==> src/rtl/hazard_scoreboard.sv <==
// -----------------------------------------------------------------------------
// hazard_scoreboard
//
// Hazard-detection companion to the decode stage. It keeps a private shadow
// of the instructions that decode has issued into the EX and MEM stages. Each
// cycle it compares their destinations against the source registers of the
// instruction now sitting in decode. When a consumer would read a value that
// is not yet available, it raises `hazard`. That signal stalls fetch, IF/ID
// and decode, and the scoreboard inserts a bubble into its own EX slot.
//
// A saturating counter, `stallCount`, records how many cycles were lost to
// stalls. It is for performance measurement only.
//
// Build option (macro HAZARD_FORWARDING_EN):
//   undefined : no forwarding datapath. Any in-flight writer in EX or MEM
//               blocks a dependent reader (2 stall cycles from EX, 1 from MEM).
//   defined   : the datapath forwards from MEM and WB. Only a load in EX
//               blocks a dependent reader (1 stall cycle, load-use).
//   Ports and counter behaviour are identical in both builds.
//
// Parameters:
//   CNT_W       width of the stall-cycle counter.
//
// Ports:
//   clk         clock; all state updates on the rising edge.
//   rst         asynchronous active-high reset.
//   idTwoSrc    decode instruction also reads idRdm.
//   idRn        first source register of the decode instruction.
//   idRdm       second source register (Rm, or Rd for stores).
//   idDest      destination register issued from decode.
//   idWbEn      decode instruction writes back (already condition-gated).
//   idMemRead   decode instruction is a load.
//   flush       taken branch; the decode-slot instruction is squashed.
//   clrStats    synchronous clear of stallCount.
//   hazard      stall request to fetch, IF/ID and decode (combinational).
//   stallCount  saturating count of cycles with hazard = 1.
// -----------------------------------------------------------------------------
module hazard_scoreboard #(
  parameter int CNT_W = 16
) (
  input  logic             clk,
  input  logic             rst,
  input  logic             idTwoSrc,
  input  logic [3:0]       idRn,
  input  logic [3:0]       idRdm,
  input  logic [3:0]       idDest,
  input  logic             idWbEn,
  input  logic             idMemRead,
  input  logic             flush,
  input  logic             clrStats,
  output logic             hazard,
  output logic [CNT_W-1:0] stallCount
);

  // One in-flight writer as decode saw it when it was issued.
  typedef struct packed {
    logic       valid;    // slot holds an instruction that writes back
    logic [3:0] dest;     // destination register (meaningless when !valid)
    logic       memRead;  // instruction is a load
  } slot_t;

  localparam slot_t BUBBLE = '{valid: 1'b0, dest: 4'd0, memRead: 1'b0};

  slot_t exSlot;
  slot_t memSlot;
  slot_t exNext;

  logic exMatch;
  logic memMatch;
  logic insertBubble;

  // True when the writer in `s` produces a register that the decode
  // instruction reads. R15 is compared like any other register; decode
  // handles PC reads before they ever reach this block.
  function automatic logic slotMatch(
    input slot_t      s,
    input logic       twoSrc,
    input logic [3:0] rn,
    input logic [3:0] rdm
  );
    return s.valid & ((s.dest == rn) | (twoSrc & (s.dest == rdm)));
  endfunction

  assign exMatch  = slotMatch(exSlot,  idTwoSrc, idRn, idRdm);
  assign memMatch = slotMatch(memSlot, idTwoSrc, idRn, idRdm);

  // There is no WB-slot check. The register file writes in the first half of
  // WB and decode reads in the same cycle, so a WB producer is already
  // visible to decode.
`ifdef HAZARD_FORWARDING_EN
  // MEM and WB results are forwarded. Only a load still in EX cannot
  // supply its data in time for the dependent instruction.
  assign hazard = exSlot.memRead & exMatch;
`else
  // No forwarding: any pending writer blocks the reader until it retires
  // past MEM.
  assign hazard = exMatch | memMatch;
`endif

  // A stall and a squash both turn the decode slot into a single bubble.
  // When both happen in the same cycle, only one bubble results.
  assign insertBubble = hazard | flush;

  // Writers are recorded by their write-back enable. An instruction that
  // does not write back is stored as a bubble. Its dest is still captured,
  // but it is never used because valid is 0.
  always_comb begin
    exNext = BUBBLE;
    if (!insertBubble) begin
      exNext.valid   = idWbEn;
      exNext.dest    = idDest;
      exNext.memRead = idMemRead;
    end
  end

  // Shadow pipeline. MEM always takes the old EX contents. A flush never
  // touches EX or MEM, because those instructions are older than the branch
  // and still complete. Bubbles are invalid, so repeated stalls always drain.
  // NOTE: state registers use non-blocking assignments so that memSlot
  // samples the pre-edge value of exSlot regardless of statement order.
  always_ff @(posedge clk or posedge rst) begin
    if (rst) begin
      exSlot  <= BUBBLE;
      memSlot <= BUBBLE;
    end else begin
      memSlot <= exSlot;
      exSlot  <= exNext;
    end
  end

  // Stall-cycle counter. clrStats takes priority over counting. The counter
  // sticks at all ones instead of wrapping, so a long run never reads back
  // as a small number.
  always_ff @(posedge clk or posedge rst) begin
    if (rst) begin
      stallCount <= '0;
    end else if (clrStats) begin
      stallCount <= '0;
    end else if (hazard && !(&stallCount)) begin
      stallCount <= stallCount + 1'b1;
    end
  end

endmodule

==> config.mk <==
export PLATFORM = sky130hd
export DESIGN_NAME = hazard_scoreboard
export DESIGN_NICKNAME = d
export VERILOG_FILES = /design/src/rtl/hazard_scoreboard.sv
export SDC_FILE = /design/constraint.sdc
export NUM_CORES = 1
export LEC_CHECK = 0
export CAP_MARGIN = 15
export CORE_UTILIZATION = 45
export CTS_CLUSTER_DIAMETER = 120
export DETAILED_ROUTE_END_ITERATION = 10
export GPL_ROUTABILITY_DRIVEN = 0
export GPL_TIMING_DRIVEN = 0
export PLACE_DENSITY = 0.78
export SYNTH_ARGS = -nofsm -noshare
export SYNTH_HDL_FRONTEND = slang
export SYNTH_SLANG_ARGS = --single-unit
==> constraint.sdc <==
create_clock -name clk -period 2.1 [get_ports clk]
set_input_delay 0.315 -clock clk [delete_from_list [all_inputs] [get_ports clk]]
set_output_delay 0.315 -clock clk [all_outputs]
set_load 0.02 [all_outputs]
==> impl_metrics.py <==
metrics = {
    "cts": {
        "htreeDepth": 1,
        "clockBufferDepth": 2,
        "clock_sinks": 26,
        "hold_buffers": 0,
        "clock_latency_ps": 320,
        "clkTransAtPathRegs_ps": 120,
        "cts_buffers": 3,
        "root_buffer": "clkbuf_4",
        "cts_tree": "done",
    },
    "synth": {
        "yosys-top-cells-count": "26 x dfrtp_1, 10 x a21oi_1, 10 x nand2_1",
        "yosysSeqAreaShare_pct": 45.18,
        "synthCells": 151,
        "synth_top_area_share_pct": 45.18,
        "yosysTopAreaCell": "dfrtp_1",
        "synth_area_leaders": "dfrtp_1 45%, xnor2_1 4.9%, o31ai_1 4.2%",
        "yosysUniqueCellTypes": 39,
        "async_flop_share_pct": 100.0,
        "yosys_register_bits": 26,
        "syn_nets": 171,
        "postSynthAreaPerCell_um2": 9.537,
        "synth_edf_count": 0,
        "synth_area_um2": 1440,
        "synthFlopType": "dfrtp_1",
        "yosysMostFrequentCell": "dfrtp_1",
        "yosys_warnings": 0,
    },
    "cells_and_area": {
        "antennaDiodeCount": 0,
        "regArea_um2": 651.9,
        "area_delta_synth_final_pct": 43.96,
        "fillers": 244,
        "post-route-util_pct": 67.91,
        "fin_area_um2": 2073,
        "multiInputGateArea_um2": 880.8,
        "drive_gt1_share_pct": 24.48,
        "fin_nets": 214,
    },
    "timing": {
        "max-slew-margin-rel_pct": 36.64,
        "fin_crit_sh_pct": 98.99,
        "fin_crit_ps": 2079,
        "slew_viol_final": 0,
        "setup_ws_ps": 21.20,
        "finalHoldViolCount": 0,
        "tightest_slew_ps": 949.3,
        "tns_ps": 0,
        "fmax_mhz": 481.0,
        "clock_skew_ps": 14.12,
        "final-setup-viol-count": 0,
        "rsz0062_at_grt": "true",
    },
    "drt": {
        "dr.pass1.iters": 5,
        "finalWirelength_mm": 3.783,
        "drtIter0Drc": 102,
        "detail_route.wl_per_cell_um": 16.03,
        "drc": 0,
        "antenna_left": 0,
        "viasPerCell": 5.949,
        "num_vias": 1404,
    },
    "setup_path": {
        "crit_slowest_cell": "clkdlybuf4s50_1",
        "crit_type": "input pin to primary output",
        "r2r-start": "stallCount[2]$_DFFE_PP0P_",
        "critical-path-max-stage-delay_ps": 470,
        "crit_arrival_ps": 1760,
        "crit_fanout": 4,
        "end_kind": "primary output",
        "critPathRequiredTime_ps": 1780,
        "r2r_cells": 8,
        "worstPathCellList": "clkdlybuf4s50_1 -> xnor2_1 -> nand2_1 -> o22ai_1 -> nor3_4 -> inv_2 -> buf_6",
        "r2r_slack_ps": 50,
        "cp_num_buf_inv": 3,
        "start_kind": "input pin",
        "crit_family": "buffers and inverters",
        "timing.rr.end": "stallCount[15]$_DFFE_PP0P_",
    },
    "floorplan": {
        "rows": 20,
        "dieArea_um2": 3430,
        "die_y_um": 58.57,
        "fp.coreArea_um2": 3053,
        "die_x_um": 58.57,
        "start_util_pct": 47.17,
        "io_pins": 36,
    },
    "status": {
        "status": "completed",
    },
    "min_path": {
        "hold_class": "flop to flop",
        "hp-start": "exSlot[4]$_DFF_PP0_",
        "whs_path_depth": 0,
        "holdPathEnd": "memSlot[4]$_DFF_PP0_",
    },
    "grt": {
        "grt_pass1_vias": 1177,
        "gr-total-overflow": 0,
        "track_usage_pct": 20.53,
        "grt_max_degree": 27,
        "antenna_found_initial": 0,
        "grt_pass1_wl_mm": 5.375,
    },
    "place": {
        "hpwl_mm": 2.442,
        "pre_cts_ws_ps": -582.7,
        "placed_cell_area_um2": 1836,
        "numPortBuffers": 34,
    },
    "power_and_ir_drop": {
        "p_per_area_nw_per_um2": 424.1,
        "ir_drop_v": 0.0002928,
        "power_leakage_nw": 0.7736,
    },
    "run": {
        "cap_violations": 0,
    },
}
-- kinds of logic after synthesis --
kind of cell    synth area share [%]
mux                            4.604
flops                          45.18
simple gates                   26.41
xor+xnor                       6.082
buf+inv                        3.995
fa+ha+maj                     0.8687
compound gates                 12.86
-- metrics by stage --
step / power [W] / std cells / hold WS (ps)
3_5_place_dp: 0.0006596 / 229 / 418.8
5_1_grt: 0.0009141 / 236 / 472.2
3_3_place_gp: 0.0006529 / 229 / 405.6
4_1_cts: 0.0008686 / 233 / 447.3
6_report: 0.0008793 / 236 / 452.6
2_1_floorplan: 0.0006000 / 151 / 355.0
-- how the worst max path moves through the flow --
stage                                          from                   endpoint  slack, ps  cells after the start
after global placement                     idRdm[1]                     hazard       -530                      7
after global routing      stallCount[2]$_DFFE_PP0P_  stallCount[0]$_DFFE_PP0P_       -100                      8
after detailed placement                    idRn[2]                     hazard       -580                      7
after floorplan           stallCount[0]$_DFFE_PP0P_  stallCount[1]$_DFFE_PP0P_        150                      9
after CTS                 stallCount[0]$_DFFE_PP0P_  stallCount[0]$_DFFE_PP0P_          3                      9
final                                       idRn[2]                     hazard         20                      7
-- flip-flops by register name, summed over array words and instances, names as in the netlist --
name,count
memSlot,5
exSlot,5
stallCount,16
-- routing by layer --
layer  global-route usage [%]  routed length (um)
met5                        0                   0
met3                    1.978                 218
met1                    27.82                1549
met2                    33.83                1886
met4                    8.503                 129
-- where the power goes --
| group | switching, W | leakage [nW] | internal [W] |
|---|---|---|---|
| Clock | 0.000140 | 0.0138 | 0.0000672 |
| Combinational | 0.0000700 | 0.408 | 0.0000729 |
| Sequential | 0.0000156 | 0.351 | 0.000514 |
-- what timing repair did --
item,4_1_cts,5_1_grt
gates cloned,0,1
gates resized for setup,13,38
setup endpoints to repair,15,15
setup buffers,1,2
pin swaps,2,15
-- layout by cell type, fill, tap and decap left out, types with 4 or more instances in the layout --
master           count
nand2_1             10
a21oi_1              6
and2_1               5
a21oi_2              4
buf_6                5
or3_1                4
mux2_2               5
clkdlybuf4s50_1     32
nor2_1               7
dfrtp_1             25
o31ai_2              4
nor2b_1              5
or4_4                4
xnor2_1              8
nand3_1              9
inv_1                4
-- final cells by class --
| cell class | count | area share (%) |
|---|---|---|
| multi-input combinational | 112 | 42.49 |
| sequential | 26 | 31.44 |
| timing repair buffer | 38 | 18.53 |
| tap | 44 | 2.655 |
| buffer | 6 | 2.535 |
| inverter | 7 | 1.267 |
| clock buffer | 3 | 1.086 |
No activity file was read; power rests on OpenSTA's default activity.
